File: src/rtl/run_length_detector.sv
// Run-length detector: raises z once a selectable predicate on w has held for
// run_len consecutive enabled samples, with level/retrigger modes and an event counter.
module run_length_detector #(
  parameter int N_IN  = 3,
  parameter int CNT_W = 4,
  parameter int EVT_W = 8
) (
  input  logic             clk,
  input  logic             reset,
  input  logic             en,
  input  logic [N_IN-1:0]  w,
  input  logic [1:0]       mode,
  input  logic [CNT_W-1:0] run_len,
  input  logic             retrigger,
  input  logic             clr_evt,
  output logic             z,
  output logic             z_pulse,
  output logic [CNT_W-1:0] run_cnt,
  output logic [EVT_W-1:0] evt_cnt,
  output logic             evt_ovf
);

  typedef struct packed {
    logic [CNT_W-1:0] cnt;
    logic             z;
    logic             zp;
  } run_st_t;

  typedef struct packed {
    logic [EVT_W-1:0] cnt;
    logic             ovf;
  } evt_st_t;

  run_st_t run_q, run_d;
  evt_st_t evt_q, evt_d;

  logic             k;
  logic [CNT_W:0]   nxt;
  logic             len_ok;
  logic             hit;
  logic             evt_max;

  always_comb begin
    k = 1'b0;
    case (mode)
      2'b00: k = ^w;
      2'b01: k = ~(^w);
      2'b10: k = &w;
      2'b11: k = |w;
    endcase
  end

  // One extra bit so run_cnt+1 at the top of the range still compares correctly.
  assign nxt     = {1'b0, run_q.cnt} + {{CNT_W{1'b0}}, 1'b1};
  assign len_ok  = (run_len != '0);
  assign hit     = en & k & len_ok & (nxt >= {1'b0, run_len});
  assign evt_max = &evt_q.cnt;

  always_comb begin
    run_d = run_q;
    run_d.zp = 1'b0;
    if (!en) begin
      run_d.cnt = run_q.cnt;
      run_d.z   = run_q.z;
    end else if (!len_ok || !k) begin
      run_d.cnt = '0;
      run_d.z   = 1'b0;
    end else if (!hit) begin
      run_d.cnt = nxt[CNT_W-1:0];
      run_d.z   = 1'b0;
    end else if (!retrigger) begin
      // Level mode saturates at the threshold so a later lower run_len still hits.
      run_d.cnt = run_len;
      run_d.z   = 1'b1;
      run_d.zp  = ~run_q.z;
    end else begin
      run_d.cnt = '0;
      run_d.z   = 1'b1;
      run_d.zp  = 1'b1;
    end
  end

  always_comb begin
    evt_d = evt_q;
    if (clr_evt) begin
      evt_d.cnt = '0;
      evt_d.ovf = 1'b0;
    end else if (run_d.zp) begin
      if (evt_max) evt_d.ovf = 1'b1;
      else         evt_d.cnt = evt_q.cnt + 1'b1;
    end
  end

  always_ff @(posedge clk or posedge reset) begin
    if (reset) begin
      run_q <= '0;
      evt_q <= '0;
    end else begin
      run_q <= run_d;
      evt_q <= evt_d;
    end
  end

  assign z       = run_q.z;
  assign z_pulse = run_q.zp;
  assign run_cnt = run_q.cnt;
  assign evt_cnt = evt_q.cnt;
  assign evt_ovf = evt_q.ovf;

endmodule

File: config.mk
export PLATFORM = sky130hd
export DESIGN_NAME = run_length_detector
export DESIGN_NICKNAME = d
export VERILOG_FILES = /design/src/rtl/run_length_detector.sv
export SDC_FILE = /design/constraint.sdc
export NUM_CORES = 1
export LEC_CHECK = 0
export CAP_MARGIN = 20
export CELL_PAD_IN_SITES_DETAIL_PLACEMENT = 0
export CELL_PAD_IN_SITES_GLOBAL_PLACEMENT = 1
export CORE_MARGIN = 4
export CORE_UTILIZATION = 37
export CTS_CLUSTER_DIAMETER = 60
export DETAILED_ROUTE_END_ITERATION = 12
export PLACE_DENSITY_LB_ADDON = 0.1
export SLEW_MARGIN = 20
export SYNTH_ARGS = -nofsm -noshare
export SYNTH_HDL_FRONTEND = slang
export SYNTH_SLANG_ARGS = --single-unit
export TNS_END_PERCENT = 10
File: constraint.sdc
create_clock -name clk -period 2.53 [get_ports clk]
set_input_delay 0.506 -clock clk [delete_from_list [all_inputs] [get_ports clk]]
set_output_delay 0.506 -clock clk [all_outputs]
set_load 0.02 [all_outputs]
==> flow_metrics.env, run 1 <==
export IMPL_fin_skew_ns=0.000372
export IMPL_post_cts_resize_count=0
export IMPL_p_leak_nw=0.634
export IMPL_setup_worst_path_class="in2reg"
export IMPL_worstPathRequired_ns=2.71
export IMPL_drc=0
export IMPL_top_signal_layer_used="met4"
export IMPL_starting_density_of_the_core=0.402
export IMPL_ctsRootBufferMaster="clkbuf_4"
export IMPL_unrepaired_setup_endpoints_after_global_routing="no"
export IMPL_internal_power_mw=0.526
export IMPL_max_cap_violations=0
export IMPL_route_layer_met1_wl_um=1250
export IMPL_seqPwrFrac=0.352
export IMPL_arrival_time_at_the_worst_endpoint_ns=2.53
export IMPL_floorplan_die_width_um=63.7
export IMPL_num_rows=19
export IMPL_drtPass1Iterations=4
export IMPL_asyncSetResetFlopFracSynth=1.00
export IMPL_most_instantiated_flip_flop_cell_in_the_synthesis_netlist="dfrtp_1"
export IMPL_detailedPlace_worstSlack_ns=-0.143
export IMPL_max_clock_path_buffers=2
export IMPL_layout_worst_path_cycle_share=0.929
export IMPL_postRouteWirelength_um=2700
export IMPL_pin_count_of_the_biggest_net_entering_global_routing=16
export IMPL_ys_seq_elements=15
export IMPL_io_pin_count=29
export IMPL_timing_max_transition_violations_final=0
export IMPL_clock_pin_slew_on_the_worst_setup_and_hold_paths_ns=0.08
export IMPL_synth_seq_area_share=0.328
export IMPL_wire_per_inst_um=14.8
export IMPL_status="finished, final reports clean"
export IMPL_synth_top_area_share=0.328
export IMPL_final_worst_slack_ns=0.178
export IMPL_post_synth_and_or_nand_nor_area_fraction=0.227
export IMPL_final_cells=182
export IMPL_clock_sink_count=15
export IMPL_power_density_nw_per_um2=566
export IMPL_place_area_um2=1490
export IMPL_min_delay_path_class="reg2reg"
export IMPL_tritoncts="done"
export IMPL_max_freq_ghz=0.425
export IMPL_synth_mux_area_frac=0.0797
export IMPL_slew_limit_headroom=0.614
export IMPL_post_synth_num_cell_types=45
export IMPL_yosys_top_cells_area="dfrtp_1 33%, ha_1 8.7%, inv_1 4.6%"
export IMPL_synth_avg_cell_area_um2=9.97
export IMPL_synth_net_count=137
export IMPL_synthAdderAreaFrac=0.0873
export IMPL_endpoint_kind="register"
export IMPL_power_switching_share=0.387
export IMPL_gr_usage_all_layers=0.147
export IMPL_detailedRoute_firstIterationViolations=24
export IMPL_count_of_flip_flops_with_a_built_in_enable_after_synthesis=0
export IMPL_floorplan_core_area_um2=2850
export IMPL_worstSetupStartpointType="primary input"
export IMPL_power_combinational_fraction=0.489
export IMPL_via_count=1033
export IMPL_gp_congestion=0.783
export IMPL_antenna_diode_count=0
export IMPL_clock_insertion_delay_worst_skew_ns=0.28
export IMPL_power_mw=0.859
export IMPL_post_route_cell_area_um2=1520
export IMPL_number_of_antenna_violations_at_the_first_check_in_global_routing=0
export IMPL_io_buffer_count=28
export IMPL_proportion_of_layout_cells_with_a_drive_suffix_above_1=0.172
export IMPL_wl_met3_um=116
export IMPL_first_global_vias=1043
export IMPL_detailedPlacementHpwl_um=2220
export IMPL_design_die_area_um2=4050
export IMPL_synthDominantAreaCellType="dfrtp_1"
export IMPL_vias_per_cell=5.68
export IMPL_globalRoute_totalOverflow=0
export IMPL_worst_slew_pin_slew_ns=0.579
export IMPL_setup_violations=0
export IMPL_postCtsHoldBufs=0
export IMPL_netSwitchingPower_mw=0.332
export IMPL_combined_area_of_all_synthesized_cells_um2=1150
export IMPL_placed_cells_incl_taps=178
export IMPL_power_share_clock=0.160
export IMPL_final_hold_violation_count=0
export IMPL_peakVddDrop_v=0.000260
export IMPL_cell_count_after_synthesis=115
export IMPL_htreeDepth=1
export IMPL_layout_min_cycle_time_ns=2.35
export IMPL_crit_path_max_fanout=5
export IMPL_numCtsBuffers=3
export IMPL_ant_nets=0
export IMPL_fillers=272
export IMPL_fin_nets=174
export IMPL_syn_to_final_growth_pct=32.4
export IMPL_synth_top_family_by_area="simple AND/OR/NAND/NOR gates"
export IMPL_grt_first_pass_wirelength_um=4800
export IMPL_compound_gate_fraction_of_synth_area=0.187
export IMPL_fin_hold_ws_ns=0.520
export IMPL_ys_warn_count=0
export IMPL_yosys_area_share_xor_xnor=0.0229
export IMPL_die_h_um=63.7
export IMPL_cts_post_setup_buffers_inserted=0
export IMPL_detailroute_wirelength_met2_um=1320
-- cells in the mapped netlist, types with 3 or more instances --
master	number
dfrtp_1	15
inv_1	14
nor2_1	10
ha_1	8
nor2b_1	6
mux2i_1	5
o22ai_1	5
nand3_1	4
nand2_1	3
-- critical path, stage by stage --
cell	delay, ns
clkdlybuf4s50_1	0.48
inv_1	0.05
ha_1	0.29
nor2b_1	0.16
a2bb2oi_2	0.18
o221ai_2	0.22
nor4_4	0.32
mux2_4	0.32
-- worst paths after layout --
| check | from | to | slack, ns | cells after the start |
|---|---|---|---|---|
| max | w[0] | evt_cnt[3]$_DFFE_PP0P_ | 0.18 | 8 |
| min | evt_ovf$_DFFE_PP0P_ | evt_ovf$_DFFE_PP0P_ | 0.52 | 1 |
| max reg2reg | run_cnt[0]$_DFFE_PP0P_ | evt_cnt[3]$_DFFE_PP0P_ | 0.24 | 7 |
| min reg2reg | evt_ovf$_DFFE_PP0P_ | evt_ovf$_DFFE_PP0P_ | 0.52 | 1 |
| max in group asynchronous | reset | run_cnt[1]$_DFFE_PP0P_ | 1.58 | 2 |
| min in group asynchronous | reset | run_cnt[2]$_DFFE_PP0P_ | 0.57 | 2 |
-- logic make-up (layout without fill, tap and decap cells) --
| logic type | Yosys count | count (layout) |
|---|---|---|
| AO/OA/AOI/OAI | 24 | 24 |
| AND/OR/NAND/NOR | 40 | 40 |
| multiplexers | 8 | 8 |
| XOR/XNOR | 3 | 3 |
| adder cells (fa/ha/maj) | 8 | 8 |
| buffers and inverters | 17 | 53 |
| flip-flops | 15 | 15 |
-- per-stage QoR --
| stage | utilization | TNS, ns |
|---|---|---|
| global placement | 0.523 | -0.241 |
| detailed placement | 0.523 | -0.591 |
| global route | 0.532 | 0 |
| finish | 0.532 | 0 |
| floorplan | - | 0 |
| CTS | 0.532 | 0 |
-- flip-flops by register name, summed over array words and instances (netlist names) --
signal   cells
evt_cnt      8
run_cnt      4
z            1
evt_ovf      1
z_pulse      1
-- cell usage in the layout, fill, tap and decap left out, types with 2 or more instances in the layout --
master / Yosys / routed
clkdlybuf4s50_1: 0 / 28
dfrtp_1: 15 / 15
inv_1: 14 / 14
nor2_1: 10 / 10
ha_1: 8 / 8
buf_4: 0 / 7
nor2b_1: 6 / 6
o22ai_1: 5 / 5
mux2i_1: 5 / 5
nand3_1: 4 / 4
nand2_1: 3 / 3
clkbuf_4: 0 / 3
nand2b_1: 2 / 2
xor2_1: 2 / 2
o41ai_1: 2 / 2
nand4_1: 2 / 2
a41oi_1: 2 / 2
a311oi_2: 2 / 2
nor4_4: 2 / 2
mux2_4: 2 / 2
-- final cells by class --
| class | instances | area [um2] | area share |
|---|---|---|---|
| multi-input cells | 83 | 692 | 0.456 |
| flip-flops and latches | 15 | 375 | 0.247 |
| clock buffers | 4 | 26.3 | 0.0173 |
| inverters | 14 | 52.6 | 0.0346 |
| well taps | 31 | 38.8 | 0.0256 |
| repair buffers | 35 | 333 | 0.219 |
-- power groups by stage --
stage               registers (mW)  logic (mW)  clock network [mW]
finish                       0.302       0.420               0.137
global route                 0.308       0.459               0.150
CTS                          0.302       0.424               0.140
detailed placement           0.306       0.422                   0
global placement             0.305       0.416                   0
floorplan                    0.331       0.231                   0
-- layer usage --
metal / track usage / vias to the layer above
li1: - / 499
met1: 0.183 / 508
met2: 0.252 / 24
met3: 0.0462 / 2
met4: 0.0243 / 0
met5: 0 / -
No activity file was read; power rests on OpenSTA's default activity.
==> inputs of run 2 (changes only) <==
SLEW_MARGIN = 25   (was 20)
==> results of run 2 <==
No change in the layout: final DEF, timing and power equal those of run 1.
==> inputs of run 3 (changes only) <==
SETUP_SLACK_MARGIN = 0.3   (was not set)
==> flow_metrics.env, run 3 (same netlist as run 1, synthesis figures left out) <==
export IMPL_tritoncts="done"
export IMPL_clock_pin_slew_on_the_worst_setup_and_hold_paths_ns=0.09
export IMPL_htreeDepth=1
export IMPL_drc=0
export IMPL_peakVddDrop_v=0.000348
export IMPL_largest_register_ff_count=8
export IMPL_rrSetupSlack_ns=0.34
export IMPL_drtPass1Iterations=3
export IMPL_place_area_um2=1500
export IMPL_floorplan_core_area_um2=2850
export IMPL_starting_density_of_the_core=0.402
export IMPL_worstSetupStartpointType="register"
export IMPL_status="finished, final reports clean"
export IMPL_unrepaired_setup_endpoints_after_global_routing="yes"
export IMPL_power_density_nw_per_um2=564
export IMPL_clock_sink_count=15
export IMPL_timing_critical_path_slowest_cell_delay_ns=0.42
export IMPL_power_combinational_fraction=0.533
export IMPL_worst_path_dominant_cell_family="adder cells"
export IMPL_ctsRootBufferMaster="clkbuf_4"
export IMPL_sequential_cell_area_um2=377
export IMPL_postCtsHoldBufs=0
export IMPL_holdPathStages=1
export IMPL_critical_path_most_common_cell="ha_1"
export IMPL_crit_reg2reg_launch="run_cnt[0]$_DFFE_PP0P_"
export IMPL_min_delay_path_class="reg2reg"
export IMPL_gp_congestion=0.827
export IMPL_timing_max_transition_violations_final=0
export IMPL_globalRoute_totalOverflow=0
export IMPL_worstPathRequired_ns=2.70
export IMPL_worst_r2r_path_depth=7
export IMPL_power_switching_share=0.381
export IMPL_ant_nets=0
export IMPL_fin_skew_ns=0.00279
export IMPL_hold_path_endpoint="evt_ovf$_DFFE_PP0P_"
export IMPL_cp_buffers_inverters=0
export IMPL_max_clock_path_buffers=2
export IMPL_worst_slew_pin_slew_ns=0.591
export IMPL_setup_violations=0
export IMPL_internal_power_mw=0.569
export IMPL_netSwitchingPower_mw=0.351
export IMPL_max_freq_ghz=0.456
export IMPL_pin_count_of_the_biggest_net_entering_global_routing=16
export IMPL_seqPwrFrac=0.319
export IMPL_crit_path_max_fanout=4
export IMPL_fillers=258
export IMPL_antenna_diode_count=0
export IMPL_postRouteWirelength_um=2760
export IMPL_max_cap_violations=0
export IMPL_worstReg2RegEnd="evt_cnt[4]$_DFFE_PP0P_"
export IMPL_design_die_area_um2=4050
export IMPL_detailedPlacementHpwl_um=2160
export IMPL_number_of_antenna_violations_at_the_first_check_in_global_routing=0
export IMPL_post_route_cell_area_um2=1630
export IMPL_final_hold_violation_count=0
export IMPL_fin_nets=179
export IMPL_io_buffer_count=28
export IMPL_detailedRoute_firstIterationViolations=22
export IMPL_die_h_um=63.7
export IMPL_syn_to_final_growth_pct=42.4
export IMPL_proportion_of_layout_cells_with_a_drive_suffix_above_1=0.256
export IMPL_power_share_clock=0.148
export IMPL_crit_path_top_delay_cell="dfrtp_2"
export IMPL_endpoint_kind="register"
export IMPL_gr_usage_all_layers=0.150
export IMPL_via_count=998
export IMPL_power_mw=0.920
export IMPL_io_pin_count=29
export IMPL_wire_per_inst_um=14.8
export IMPL_slew_limit_headroom=0.606
export IMPL_numCtsBuffers=3
export IMPL_layout_min_cycle_time_ns=2.19
export IMPL_holdCritStartpoint="evt_ovf$_DFFE_PP0P_"
export IMPL_layout_worst_path_cycle_share=0.867
export IMPL_setup_worst_path_class="reg2reg"
export IMPL_placed_cells_incl_taps=179
export IMPL_final_cells=187
export IMPL_multiInputGateArea_um2=759
export IMPL_layout_cells_most_common_list="25 x clkdlybuf4s50_1, 14 x dfrtp_1, 12 x inv_1"
export IMPL_p_leak_nw=0.691
export IMPL_first_global_vias=1004
export IMPL_num_rows=19
export IMPL_vias_per_cell=5.34
export IMPL_critical_path_cell_chain="ha_1 > xor2_1 > ha_1 > o21ai_1 > o21a_2 > nor4_4 > mux2_4"
export IMPL_clock_insertion_delay_worst_skew_ns=0.28
export IMPL_layout_cells_most_common="clkdlybuf4s50_1"
export IMPL_arrival_time_at_the_worst_endpoint_ns=2.37
export IMPL_grt_first_pass_wirelength_um=4790
export IMPL_floorplan_die_width_um=63.7
## run 3: cell type report
type,count,area share
Inverter,14,0.0322
Multi-Input combinational cell,83,0.465
Clock buffer,4,0.0161
Sequential cell,15,0.231
Tap cell,31,0.0238
Timing Repair Buffer,40,0.232
## run 3: repair_timing
action | 4_1_cts | 5_1_grt
endpoints found under the setup margin | 6 | 9
endpoints found under the hold margin | 0 | 0
pin swaps | 5 | 2
resized for setup | 13 | 3
buffers inserted | 4 | 0
## run 3: how the worst max path moves through the flow
| stage | startpoint | to | slack, ns | depth (start not counted) |
|---|---|---|---|---|
| 2_1_floorplan | run_cnt[1]$_DFFE_PP0P_ | evt_cnt[3]$_DFFE_PP0P_ | 0.33 | 7 |
| 6_report | run_cnt[0]$_DFFE_PP0P_ | evt_cnt[4]$_DFFE_PP0P_ | 0.34 | 7 |
| 5_1_grt | run_cnt[0]$_DFFE_PP0P_ | evt_cnt[4]$_DFFE_PP0P_ | 0.25 | 7 |
| 3_5_place_dp | w[0] | evt_cnt[4]$_DFFE_PP0P_ | -0.17 | 8 |
| 3_3_place_gp | w[0] | evt_cnt[4]$_DFFE_PP0P_ | -0.06 | 8 |
| 4_1_cts | w[1] | evt_cnt[5]$_DFFE_PP0P_ | 0.29 | 9 |
## run 3: power groups by stage
stage | registers, mW | clock network, mW | logic [mW]
global placement | 0.305 | 0 | 0.416
detailed placement | 0.305 | 0 | 0.423
global route | 0.298 | 0.155 | 0.535
CTS | 0.294 | 0.144 | 0.490
finish | 0.294 | 0.136 | 0.490
floorplan | 0.333 | 0 | 0.233
## run 3: metal layers
layer / routed length, um / global-route usage / up-vias
met2: 1270 / 0.248 / 23
met1: 1340 / 0.188 / 459
met3: 102 / 0.0426 / 6
met5: 0 / 0 / -
li1: - / - / 510
met4: 47 / 0.0458 / 0
## run 3: metrics by stage
| stage | setup slack, ns | util | setup TNS (ns) | hold slack, ns |
|---|---|---|---|---|
| 2_1_floorplan | 0.330 | - | 0 | 0.407 |
| 3_3_place_gp | -0.0635 | 0.526 | -0.245 | 0.497 |
| 3_5_place_dp | -0.172 | 0.526 | -0.812 | 0.501 |
| 4_1_cts | 0.291 | 0.569 | 0 | 0.522 |
| 5_1_grt | 0.252 | 0.572 | 0 | 0.564 |
| 6_report | 0.336 | 0.572 | 0 | 0.520 |
